### src/rtl/text_console_writer.sv
// Byte-stream terminal writer for the 64x30 text-mode character buffer.
// Tracks a cursor, interprets LF/CR/BS/FF, and blank-sweeps the buffer after reset and on FF.
module text_console_writer #(
  parameter int unsigned COLS  = 64,
  parameter int unsigned ROWS  = 30,
  parameter logic [7:0]  BLANK = 8'h20
) (
  input  logic        clock,
  input  logic        reset,
  input  logic        in_valid,
  output logic        in_ready,
  input  logic [7:0]  in_char,
  output logic        wenable,
  output logic [15:0] waddr,
  output logic [15:0] wdata,
  output logic [5:0]  cursor_col,
  output logic [4:0]  cursor_row,
  output logic        busy
);

  localparam logic [5:0] ColMax = 6'(COLS - 1);
  localparam logic [4:0] RowMax = 5'(ROWS - 1);

  typedef enum logic [1:0] {StIdle, StWrite, StClear} state_e;

  state_e      state_q, state_d;
  logic [5:0]  col_q, col_d;
  logic [4:0]  row_q, row_d;
  logic [5:0]  clr_col_q, clr_col_d;
  logic [4:0]  clr_row_q, clr_row_d;
  logic        wen_q, wen_d;
  logic [15:0] waddr_q, waddr_d;
  logic [15:0] wdata_q, wdata_d;

  always_comb begin
    state_d   = state_q;
    col_d     = col_q;
    row_d     = row_q;
    clr_col_d = clr_col_q;
    clr_row_d = clr_row_q;
    wen_d     = 1'b0;
    waddr_d   = waddr_q;
    wdata_d   = wdata_q;

    unique case (state_q)
      StIdle: begin
        if (in_valid) begin
          if (in_char >= 8'h20 && in_char <= 8'h7E) begin
            wen_d   = 1'b1;
            waddr_d = {5'b0, row_q, col_q};
            wdata_d = {8'h00, in_char};
            state_d = StWrite;
            if (col_q == ColMax) begin
              col_d = 6'd0;
              row_d = (row_q == RowMax) ? 5'd0 : row_q + 5'd1;
            end else begin
              col_d = col_q + 6'd1;
            end
          end else begin
            case (in_char)
              8'h0A: begin
                col_d = 6'd0;
                row_d = (row_q == RowMax) ? 5'd0 : row_q + 5'd1;
              end
              8'h0D: col_d = 6'd0;
              8'h08: begin
                if (col_q != 6'd0) begin
                  col_d   = col_q - 6'd1;
                  wen_d   = 1'b1;
                  waddr_d = {5'b0, row_q, col_q - 6'd1};
                  wdata_d = {8'h00, BLANK};
                  state_d = StWrite;
                end else if (row_q != 5'd0) begin
                  row_d   = row_q - 5'd1;
                  col_d   = ColMax;
                  wen_d   = 1'b1;
                  waddr_d = {5'b0, row_q - 5'd1, ColMax};
                  wdata_d = {8'h00, BLANK};
                  state_d = StWrite;
                end
              end
              8'h0C: begin
                // The (0,0) blank goes out right away, so the sweep counter resumes at (0,1).
                col_d     = 6'd0;
                row_d     = 5'd0;
                wen_d     = 1'b1;
                waddr_d   = 16'h0000;
                wdata_d   = {8'h00, BLANK};
                clr_col_d = 6'd1;
                clr_row_d = 5'd0;
                state_d   = StClear;
              end
              default: ;
            endcase
          end
        end
      end
      StWrite: state_d = StIdle;
      StClear: begin
        // Finished once the last cell's write has been on the port for its cycle.
        if (wen_q && waddr_q[10:0] == {RowMax, ColMax}) begin
          state_d   = StIdle;
          clr_col_d = 6'd0;
          clr_row_d = 5'd0;
        end else begin
          wen_d   = 1'b1;
          waddr_d = {5'b0, clr_row_q, clr_col_q};
          wdata_d = {8'h00, BLANK};
          if (clr_col_q == ColMax) begin
            clr_col_d = 6'd0;
            clr_row_d = (clr_row_q == RowMax) ? 5'd0 : clr_row_q + 5'd1;
          end else begin
            clr_col_d = clr_col_q + 6'd1;
          end
        end
      end
      default: state_d = StIdle;
    endcase
  end

  always_ff @(posedge clock or negedge reset) begin
    if (!reset) begin
      state_q   <= StClear;
      col_q     <= 6'd0;
      row_q     <= 5'd0;
      clr_col_q <= 6'd0;
      clr_row_q <= 5'd0;
      wen_q     <= 1'b0;
      waddr_q   <= 16'h0000;
      wdata_q   <= 16'h0000;
    end else begin
      state_q   <= state_d;
      col_q     <= col_d;
      row_q     <= row_d;
      clr_col_q <= clr_col_d;
      clr_row_q <= clr_row_d;
      wen_q     <= wen_d;
      waddr_q   <= waddr_d;
      wdata_q   <= wdata_d;
    end
  end

  assign in_ready   = (state_q == StIdle);
  assign busy       = (state_q == StClear);
  assign wenable    = wen_q;
  assign waddr      = waddr_q;
  assign wdata      = wdata_q;
  assign cursor_col = col_q;
  assign cursor_row = row_q;

endmodule
### config.mk
export PLATFORM = sky130hd
export DESIGN_NAME = text_console_writer
export DESIGN_NICKNAME = d
export VERILOG_FILES = /design/src/rtl/text_console_writer.sv
export SDC_FILE = /design/constraint.sdc
export NUM_CORES = 1
export LEC_CHECK = 0
export ABC_AREA = 1
export CAP_MARGIN = 20
export CORE_MARGIN = 5
export CORE_UTILIZATION = 30
export CTS_BUF_LIST = sky130_fd_sc_hd__clkbuf_4 sky130_fd_sc_hd__clkbuf_8 sky130_fd_sc_hd__clkbuf_16
export DETAILED_ROUTE_END_ITERATION = 12
export GPL_TIMING_DRIVEN = 0
export HOLD_SLACK_MARGIN = 0.08
export PLACE_DENSITY = 0.5
export SYNTH_ARGS = -nofsm -noshare
export SYNTH_HDL_FRONTEND = slang
export SYNTH_SLANG_ARGS = --single-unit
### constraint.sdc
create_clock -name clock -period 4.1 [get_ports clock]
set_input_delay 1.025 -clock clock [delete_from_list [all_inputs] [get_ports clock]]
set_output_delay 1.025 -clock clock [all_outputs]
set_load 0.02 [all_outputs]
### Word-level counts from Yosys, hierarchy flattened

Index checks and enable logic that the tools add are counted.

| word-level totals | value |
|---|---|
| register bits | 57 |
| input bits | 11 |
| output and inout port bits | 46 |
| logic and storage cells | 105 |

| operators by class | value |
|---|---|
| add/sub/neg operators | 6 |
| magnitude comparators | 2 |
| eq/ne operators | 22 |
| muxes and demuxes | 52 |
| reductions and logical operators | 15 |

Operators by type and width:

| operator | count |
|---|---|
| two-way mux 16 bit | 10 |
| case mux 16 bit (2 select lines) | 4 |
| two-way mux 5 bit | 11 |
| two-way mux 6 bit | 9 |
| == test 8 x 4 -> 1 bit (second input constant) | 4 |
| case mux 6 bit (2 select lines) | 2 |
| case mux 5 bit (3 select lines) | 1 |
| adder 6 x 1 -> 6 bit (second input constant) | 2 |
| == test 6 bit (second input constant) | 2 |
| AND reduction 4 bit | 3 |
| == test 11 bit (second input constant) | 1 |
| adder 5 x 1 -> 5 bit (second input constant) | 2 |
| == test 5 bit (second input constant) | 2 |
| two-way mux 2 bit | 5 |
| case mux 5 bit (2 select lines) | 1 |
| AND reduction 5 bit | 2 |
| greater-or-equal comparator 8 x 6 -> 1 bit (second input constant) | 1 |
| <= comparator 8 x 7 -> 1 bit (second input constant) | 1 |
| case mux 2 bit (2 select lines) | 2 |
| inequality test 2 x 1 -> 1 bit (second input constant) | 3 |
| inequality test 2 bit (second input constant) | 3 |
| inequality test 3 bit (second input constant) | 2 |
| AND reduction 6 bit | 1 |
| nonzero test 6 bit | 1 |
| 16 further kinds | 22 |

### Logic depth before layout (Yosys ltp)

Gate-level depths: netlist of the first run.

| depth | value |
|---|---|
| depth in word-level cells | 7 |
| gate-level depth with buffers | 12 |
| depth with buffers taken out | 12 |

### Least setup slack after synthesis of the first run

No wires, ideal clock.

| path | value |
|---|---|
| path type | flip-flop to output port |
| from | reg state_q[1] |
| to | out busy |
| data arrival time | 1177 ps |
| data required time | 3075 ps |
| path slack | 1898 ps |
| stages on the path, launching flop included | 4 |
| buffers on the path | 1 |
| cells stage by stage | dfstp_2 -> inv_1 -> nor2_2 -> clkbuf_1 |

| between the ends | value |
|---|---|
| cells in the longest elaborated chain, start to end | 1 |

RTL lines:

| item | RTL line | source |
|---|---|---|
| from (decl) | 26 | `state_e state_q, state_d;` |
| from (signal assigned) | 123 | `state_q <= StClear;` |
| from (signal assigned) | 132 | `state_q <= state_d;` |
| == test 2 bit | 144 | `assign busy = (state_q == StClear);` |
| to (decl) | 18 | `output logic busy` |

Every way passes these cells.

### Final worst setup path of the first run

Same ends and word-level chain as after synthesis.

==> impl_metrics.yaml, run 1 <==
outcome:
  status: "finished, final reports clean"
cts:
  clockRootBuffer: "clkbuf_8"
  clockBufferDepth: 2
  cts_num_sinks: 44
  numCtsBuffers: 5
  post-cts-setup-buffer-count: 0
  path_clk_slew_ps: 90
  htree_levels: 2
  cts_tree: "done"
  cts_resized: 0
  cts_hold_buf: 0
  insertion_delay_ps: 310
setup_path:
  setup.worst_path.start_class: "flop"
  cp.required_ps: 3070
  crit_path_end_kind: "primary output"
  crit_arrival_ps: 2280
  crit_type: "flop to primary output"
  crit_fanout: 10
global_routing:
  grt_pass1_vias: 3145
  grt_max_degree: 27
  grt-ovfl-total: 0
  antenna_found_initial: 0
  gr-usage-all-layers_pct: 14.3
  grt_pass1_wl_mm: 15.2
yosys:
  synth_ff_type: "dfrtp_1"
  async_flop_share_pct: 100
  synth_area_per_cell_um2: 6.91
  yosys-top-cells-area: "dfrtp_1 (33%), nand2_1 (20%), nor2_1 (5.9%)"
  synth_top_cell_by_area: "dfrtp_1"
  ys_seq_area_share_pct: 33.3
  synth_cells: 479
  synth-seq-cells: 44
  syn_area_mm2: 0.00331
  synth_edf_count: 0
  synth.most_common_cell: "nand2_1"
  yosys.area.top_type_share_pct: 32.5
  synth_top_cells_by_count: "nand2_1 (173), nor2_1 (52), dfrtp_1 (43), inv_1 (43), nand3_1 (35)"
  yosys_warnings: 0
  ys_types: 40
drt:
  ant_nets: 0
  wire_per_inst_um: 13.1
  drtIter0Drc: 157
  dr_total_vias: 3165
  dr.pass1.iters: 4
  route.detailed.drc: 0
  wl_mm: 8.92
  drt-vias-per-instance: 4.63
cells_and_area:
  final_area_mm2: 0.00410
  drive_gt1_share_pct: 14.4
  layout.nets: 561
  layoutNonFillerInstCount: 683
  area_growth_pct: 23.8
  n_antenna_cell: 0
sta:
  hold_slack_ps: 486
  fmax_mhz: 302
  setup_tns_ps: 0
  min_period_over_period_pct: 80.7
  period_needed_ps: 3310
  setup_violations: 0
  report.final.slew_viol_count: 0
  skew_ps: 10.3
  hold_viol: 0
  rsz0062_at_grt: "no"
placement:
  placed_cells: 675
  io_buffers: 43
  place_area_mm2: 0.00398
  gp_congestion: 0.813
  dp_hpwl_mm: 6.99
hold_path:
  hp-class: "flop to flop"
die:
  floorplan.die.width_um: 115
  die_area_mm2: 0.0132
  die_h_um: 115
  boundaryPins: 57
  row_count: 38
  initial_utilization_pct: 30.5
  core_mm2: 0.0108
pwr:
  power_density_mw_per_mm2: 223
  p_total_mw: 0.912
  ir_drop_mv: 0.117
  p_leak_nw: 2.05
flow_run:
  max_cap_viol_count: 0
[logic make-up (layout without fill, tap and decap cells)]
family,after synthesis,count (layout),synth area share (%)
AO/OA/AOI/OAI,40,40,8.13
XOR/XNOR,6,6,1.59
adder cells (fa/ha/maj),8,8,3.02
buffers and inverters,71,123,11.4
flip-flops,44,44,33.3
other,1,13,0.113
AND/OR/NAND/NOR,309,309,42.5
[sequential cells by signal, indices dropped and copies added (netlist names)]
name        cells
state_q         2
wdata           8
wenable         1
cursor_row      5
clr_col_q       6
waddr          11
clr_row_q       5
cursor_col      6
[per-stage QoR]
stage	worst slack, ps	utilization (%)
floorplan	1900	-
detailed placement	1100	36.7
global placement	591	36.5
CTS	752	37.8
finish	793	37.8
global route	654	37.8
[path summary, 6_finish.rpt]
check / startpoint / to / slack [ps] / cells after the start
min in group asynchronous: reset / cursor_row[3] / 660 / 1
worst min register to register: wdata[1] / wdata[1] / 490 / 2
worst max-delay path: state_q[1] / busy / 790 / 4
worst max register to register: cursor_col[0] / waddr[10] / 2050 / 10
worst min-delay path: wdata[1] / wdata[1] / 490 / 2
max in group asynchronous: reset / state_q[1] / 2850 / 2
[critical path, stage by stage, from the launching register on]
cell             delay (ps)
dfstp_2                 560
inv_1                    60
nor2_2                  250
clkbuf_1                410
clkdlybuf4s50_1         690
[layout make-up]
| class | instances | area, µm² |
|---|---|---|
| Multi-Input combinational cell | 376 | 1880 |
| Inverter | 47 | 184 |
| Buffer | 24 | 193 |
| Clock inverter | 2 | 38.8 |
| Fill cell | 1181 | 6740 |
| Timing Repair Buffer | 44 | 445 |
| Clock buffer | 6 | 82.6 |
| Sequential cell | 44 | 1100 |
| Tap cell | 140 | 175 |
[layer usage]
metal,vias up,GRT usage (%),share of wire (%)
li1,1627,-,-
met2,73,23.4,46
met1,1450,18.3,46
met4,0,5.95,2.3
met5,-,0,0
met3,15,3.11,5.6
[where the power goes]
part,switching [mW],internal (mW),total (mW)
Clock,0.171,0.200,0.371
Combinational,0.0671,0.0379,0.105
Sequential,0.00156,0.435,0.436
[layout by cell type, fill, tap and decap left out, types with 6 or more instances in the layout]
cell               n
dfrtp_1           43
clkbuf_8           6
nand3_1           35
clkdlybuf4s50_1   42
nand4_1           14
nand2_2            8
nor3_1             6
buf_4             13
nand2_1          173
ha_1               8
inv_1             43
o21ai_2           14
conb_1            13
o21ai_0           13
nor2_1            52
No activity file was read; power rests on OpenSTA's default activity.
==> inputs of run 2 (changes only) <==
--- a/config.mk
+++ b/config.mk
@@ -13,7 +13,7 @@
 export DETAILED_ROUTE_END_ITERATION = 12
 export GPL_TIMING_DRIVEN = 0
 export HOLD_SLACK_MARGIN = 0.08
-export PLACE_DENSITY = 0.5
+export PLACE_DENSITY = 0.52
 export SYNTH_ARGS = -nofsm -noshare
 export SYNTH_HDL_FRONTEND = slang
 export SYNTH_SLANG_ARGS = --single-unit
==> constraint.sdc (replaced) <==
create_clock -name clock -period 3 [get_ports clock]
set_input_delay 0.75 -clock clock [delete_from_list [all_inputs] [get_ports clock]]
set_output_delay 0.75 -clock clock [all_outputs]
set_load 0.02 [all_outputs]
==> impl_metrics.yaml, run 2 (same netlist as run 1, synthesis figures left out) <==
outcome:
  status: "finished, final reports clean"
pwr:
  switching_share_pct: 27.4
  p_int_mw: 0.898
  comb_power_share_pct: 11.6
  p_leak_nw: 2.04
  p_sw_mw: 0.339
  ir_drop_mv: 0.150
  power_density_mw_per_mm2: 302
  clockPowerShare_pct: 40.1
  power_frac_seq_pct: 48.2
die:
  initial_utilization_pct: 30.5
  boundaryPins: 57
  die_area_mm2: 0.0132
  core_mm2: 0.0108
  die_h_um: 115
  row_count: 38
  floorplan.die.width_um: 115
setup_path:
  crit_path_end_kind: "primary output"
  crit_type: "flop to primary output"
  cp_top_family: "buffers and inverters"
  setup.worst_path.start_class: "flop"
  r2r_setup_slack_ps: 920
  crit_fanout: 10
  cp_cell_sequence: "inv_1 -> nor2_4 -> clkbuf_2 -> clkdlybuf4s50_1"
  cp.required_ps: 2250
  cpPeakStageDelay_ps: 650
  critPathSlowestCell: "clkdlybuf4s50_1"
  crit_arrival_ps: 2060
  worst-path-buf-inv: 3
drt:
  dr_total_vias: 3110
  wl_mm: 8.90
  dr.pass1.iters: 5
  dr.max_layer_used: "met4"
  ant_nets: 0
  met2RoutedLength_mm: 4.09
  wl_met3_um: 443
  route.detailed.drc: 0
  wire_per_inst_um: 13.0
  drtIter0Drc: 167
  drt-met1-wl_mm: 4.20
  drt-vias-per-instance: 4.55
cts:
  insertion_delay_ps: 310
  clockBufferDepth: 2
  cts_num_sinks: 44
  path_clk_slew_ps: 100
  cts_hold_buf: 0
  cts_tree: "done"
  numCtsBuffers: 5
  htree_levels: 2
  clockRootBuffer: "clkbuf_8"
sta:
  min_period_over_period_pct: 93.6
  hold_slack_ps: 313
  report.final.slew_viol_count: 0
  layout_setup_ws_ps: 191
  period_needed_ps: 2810
  setup_violations: 0
  fmax_mhz: 356
  skew_ps: 3.31
  hold_viol: 0
  rsz0062_at_grt: "no"
placement:
  io_buffers: 43
  placed_cells: 675
  place_area_mm2: 0.00398
  gp_congestion: 0.818
  dp_hpwl_mm: 6.91
  pre_cts_ws_ps: 277
cells_and_area:
  final_util_pct: 37.8
  layout.nets: 561
  final_common_cell: "nand2_1"
  n_fill_cell: 1153
  layoutNonFillerInstCount: 683
  final_cell_mix: "nand2_1 (173), nor2_1 (52), inv_1 (43), dfrtp_1 (43), clkdlybuf4s50_1 (42)"
  largest_reg_flops: 11
  n_antenna_cell: 0
  area_growth_pct: 23.8
  drive_gt1_share_pct: 14.5
  final_area_mm2: 0.00410
global_routing:
  grt_pass1_vias: 3107
  grt_max_degree: 34
  gr-usage-all-layers_pct: 14.2
  grt-ovfl-total: 0
  antenna_found_initial: 0
  grt_pass1_wl_mm: 15.1
flow_run:
  max_cap_viol_count: 0
hold_path:
  hp-class: "input pin to async pin"
## run 2: final cells by class
cell class | instances | area (µm²) | share of cell area, %
repair buffers | 44 | 445 | 10.9
well taps | 140 | 175 | 4.28
flip-flops and latches | 44 | 1100 | 26.9
multi-input cells | 376 | 1880 | 45.9
clock inverters | 3 | 46.3 | 1.13
plain buffers | 24 | 194 | 4.73
inverters | 47 | 184 | 4.49
clock buffers | 5 | 68.8 | 1.68
## run 2: power by group through the flow
stage / logic, mW / registers, mW / clock network, mW
finish: 0.144 / 0.596 / 0.497
global route: 0.161 / 0.597 / 0.536
CTS: 0.143 / 0.596 / 0.513
detailed placement: 0.143 / 0.608 / 0
global placement: 0.141 / 0.608 / 0
floorplan: 0.0896 / 0.609 / 0
## run 2: worst register-to-register path, stage by stage (launching register included)
cell,delay (ps)
dfrtp_1,480
inv_1,170
ha_1,320
nand3_4,150
nor2_2,120
nor2_1,60
o21ai_0,220
nand2_1,130
buf_2,200
nand2_1,100
nand2_1,50
## run 2: layer usage
| metal | vias up | track usage (%) |
|---|---|---|
| met3 | 10 | 2.32 |
| met5 | - | 0 |
| met4 | 0 | 4.77 |
| met1 | 1402 | 18.6 |
| li1 | 1621 | - |
| met2 | 77 | 23.7 |
## run 2: worst paths after layout
check / start / to / depth (start not counted)
max in group asynchronous: reset / state_q[1] / 2
hold reg to reg: wdata[4] / wdata[4] / 2
hold / removal: reset / cursor_row[3] / 1
setup / recovery: state_q[1] / busy / 4
min in group clock: wdata[4] / wdata[4] / 2
setup reg to reg: cursor_col[0] / waddr[10] / 10
## run 2: timing repair
item                       4_1_cts  5_1_grt
gates resized for setup          1        1
buffers inserted                 0        0
pin swaps                        0        0
setup endpoints to repair        1        1
cloned                           0        0
## run 2: stage by stage
| step | TNS [ps] | power, mW |
|---|---|---|
| after floorplan | 0 | 0.699 |
| after global placement | -10240 | 0.749 |
| after global routing | 0 | 1.29 |
| final | 0 | 1.24 |
| after detailed placement | 0 | 0.751 |
| after CTS | 0 | 1.25 |
==> inputs of run 3 (changes only) <==
--- a/config.mk
+++ b/config.mk
@@ -11,9 +11,9 @@
 export CORE_UTILIZATION = 30
 export CTS_BUF_LIST = sky130_fd_sc_hd__clkbuf_4 sky130_fd_sc_hd__clkbuf_8 sky130_fd_sc_hd__clkbuf_16
 export DETAILED_ROUTE_END_ITERATION = 12
-export GPL_TIMING_DRIVEN = 0
 export HOLD_SLACK_MARGIN = 0.08
 export PLACE_DENSITY = 0.52
+export SETUP_SLACK_MARGIN = 0.15
 export SYNTH_ARGS = -nofsm -noshare
 export SYNTH_HDL_FRONTEND = slang
 export SYNTH_SLANG_ARGS = --single-unit
==> impl_metrics.yaml, run 3 (same netlist as run 1, synthesis figures left out) <==
die:
  die_h_um: 115
  initial_utilization_pct: 30.5
  floorplan.die.width_um: 115
  die_area_mm2: 0.0132
  core_mm2: 0.0108
  boundaryPins: 57
  row_count: 38
cells_and_area:
  largest_reg_flops: 11
  drive_gt1_share_pct: 10.9
  n_antenna_cell: 0
  final_cell_mix: "nand2_1 (173), nor2_1 (52), inv_1 (43), dfrtp_1 (43), clkdlybuf4s50_1 (42)"
  area_growth_pct: 17.8
  layout.nets: 539
  final_area_mm2: 0.00390
  final_common_cell: "nand2_1"
global_routing:
  grt_max_degree: 28
  grt_pass1_vias: 2983
  antenna_found_initial: 0
  grt_pass1_wl_mm: 14.3
  grt-ovfl-total: 0
  gr-usage-all-layers_pct: 13.5
sta:
  layout_setup_ws_ps: 560
  setup_violations: 0
  fmax_mhz: 410
  hold_viol: 0
  period_needed_ps: 2440
  max-slew-margin-rel_pct: 56.3
  min_period_over_period_pct: 81.3
  hold_slack_ps: 375
  worstMarginPinSlew_ps: 656
  setup_tns_ps: 0
  rsz0062_at_grt: "no"
  report.final.slew_viol_count: 0
  skew_ps: 4.13
setup_path:
  setup.worst_path.start_class: "flop"
  crit_fanout: 2
  cp_cell_sequence: "inv_1 -> nor2_2 -> clkdlybuf4s50_1"
  critPathSlowestCell: "clkdlybuf4s50_1"
  cp.required_ps: 2250
  cpPeakStageDelay_ps: 620
  crit_path_end_kind: "primary output"
  crit_arrival_ps: 1690
  crit_type: "flop to primary output"
cts:
  cts_hold_buf: 0
  clockBufferDepth: 2
  path_clk_slew_ps: 90
  insertion_delay_ps: 310
  numCtsBuffers: 5
  clockRootBuffer: "clkbuf_8"
  cts_tree: "done"
  post-cts-setup-buffer-count: 0
  htree_levels: 2
  cts_resized: 0
  cts_num_sinks: 44
drt:
  drtIter0Drc: 209
  dr.pass1.iters: 4
  ant_nets: 0
  route.detailed.drc: 0
  dr_total_vias: 3093
  wire_per_inst_um: 13.3
  drt-vias-per-instance: 4.68
  wl_mm: 8.81
pwr:
  p_total_mw: 1.21
  ir_drop_mv: 0.150
  power_density_mw_per_mm2: 310
  p_leak_nw: 1.92
placement:
  dp_hpwl_mm: 6.85
  place_area_mm2: 0.00378
  pre_cts_ws_ps: 257
  gp_congestion: 0.856
  io_buffers: 43
hold_path:
  hp-class: "input pin to async pin"
outcome:
  status: "finished, final reports clean"
flow_run:
  max_cap_viol_count: 0
run 3: path summary, 6_finish.rpt:
check / end / cells after the start / from / slack (ps)
max: busy / 3 / state_q[1] / 560
min: cursor_row[1] / 1 / reset / 380
max reg2reg: waddr[4] / 9 / cursor_col[0] / 870
min reg2reg: wdata[3] / 2 / wdata[3] / 490
max in group asynchronous: state_q[1] / 2 / reset / 1870
min in group clock: wdata[3] / 2 / wdata[3] / 490
run 3: final cells by class:
cell class,instances,area [µm²]
Sequential cell,44,1100
Inverter,47,184
Tap cell,140,175
Fill cell,1175,6940
Clock buffer,5,68.8
Clock inverter,3,46.3
Timing Repair Buffer,46,448
Multi-Input combinational cell,376,1880
run 3: stage by stage:
stage / instances / utilization [%]
detailed placement: 653 / 34.9
floorplan: 491 / -
CTS: 661 / 36.0
global placement: 653 / 34.9
finish: 661 / 36.0
global route: 661 / 36.0
run 3: critical path, delay by kind of cell, from the launching register on:
kind,cells,cell delay (ps)
buf+inv,2,690
flops,1,560
simple gates,1,130
run 3: routing by layer:
metal  vias up  GRT usage [%]  share of wire, %
li1       1575              -                 -
met1      1434           16.5                44
met2        71           23.7                49
met3        13           2.32               4.3
met4         0           5.09               2.3
met5         -              0                 0
run 3: power breakdown:
| part | switching, mW | leakage (nW) | total [mW] | internal (mW) |
|---|---|---|---|---|
| logic | 0.0885 | 1.29 | 0.126 | 0.0373 |
| clock network | 0.236 | 0.0548 | 0.487 | 0.251 |
| registers | 0.00361 | 0.576 | 0.598 | 0.594 |
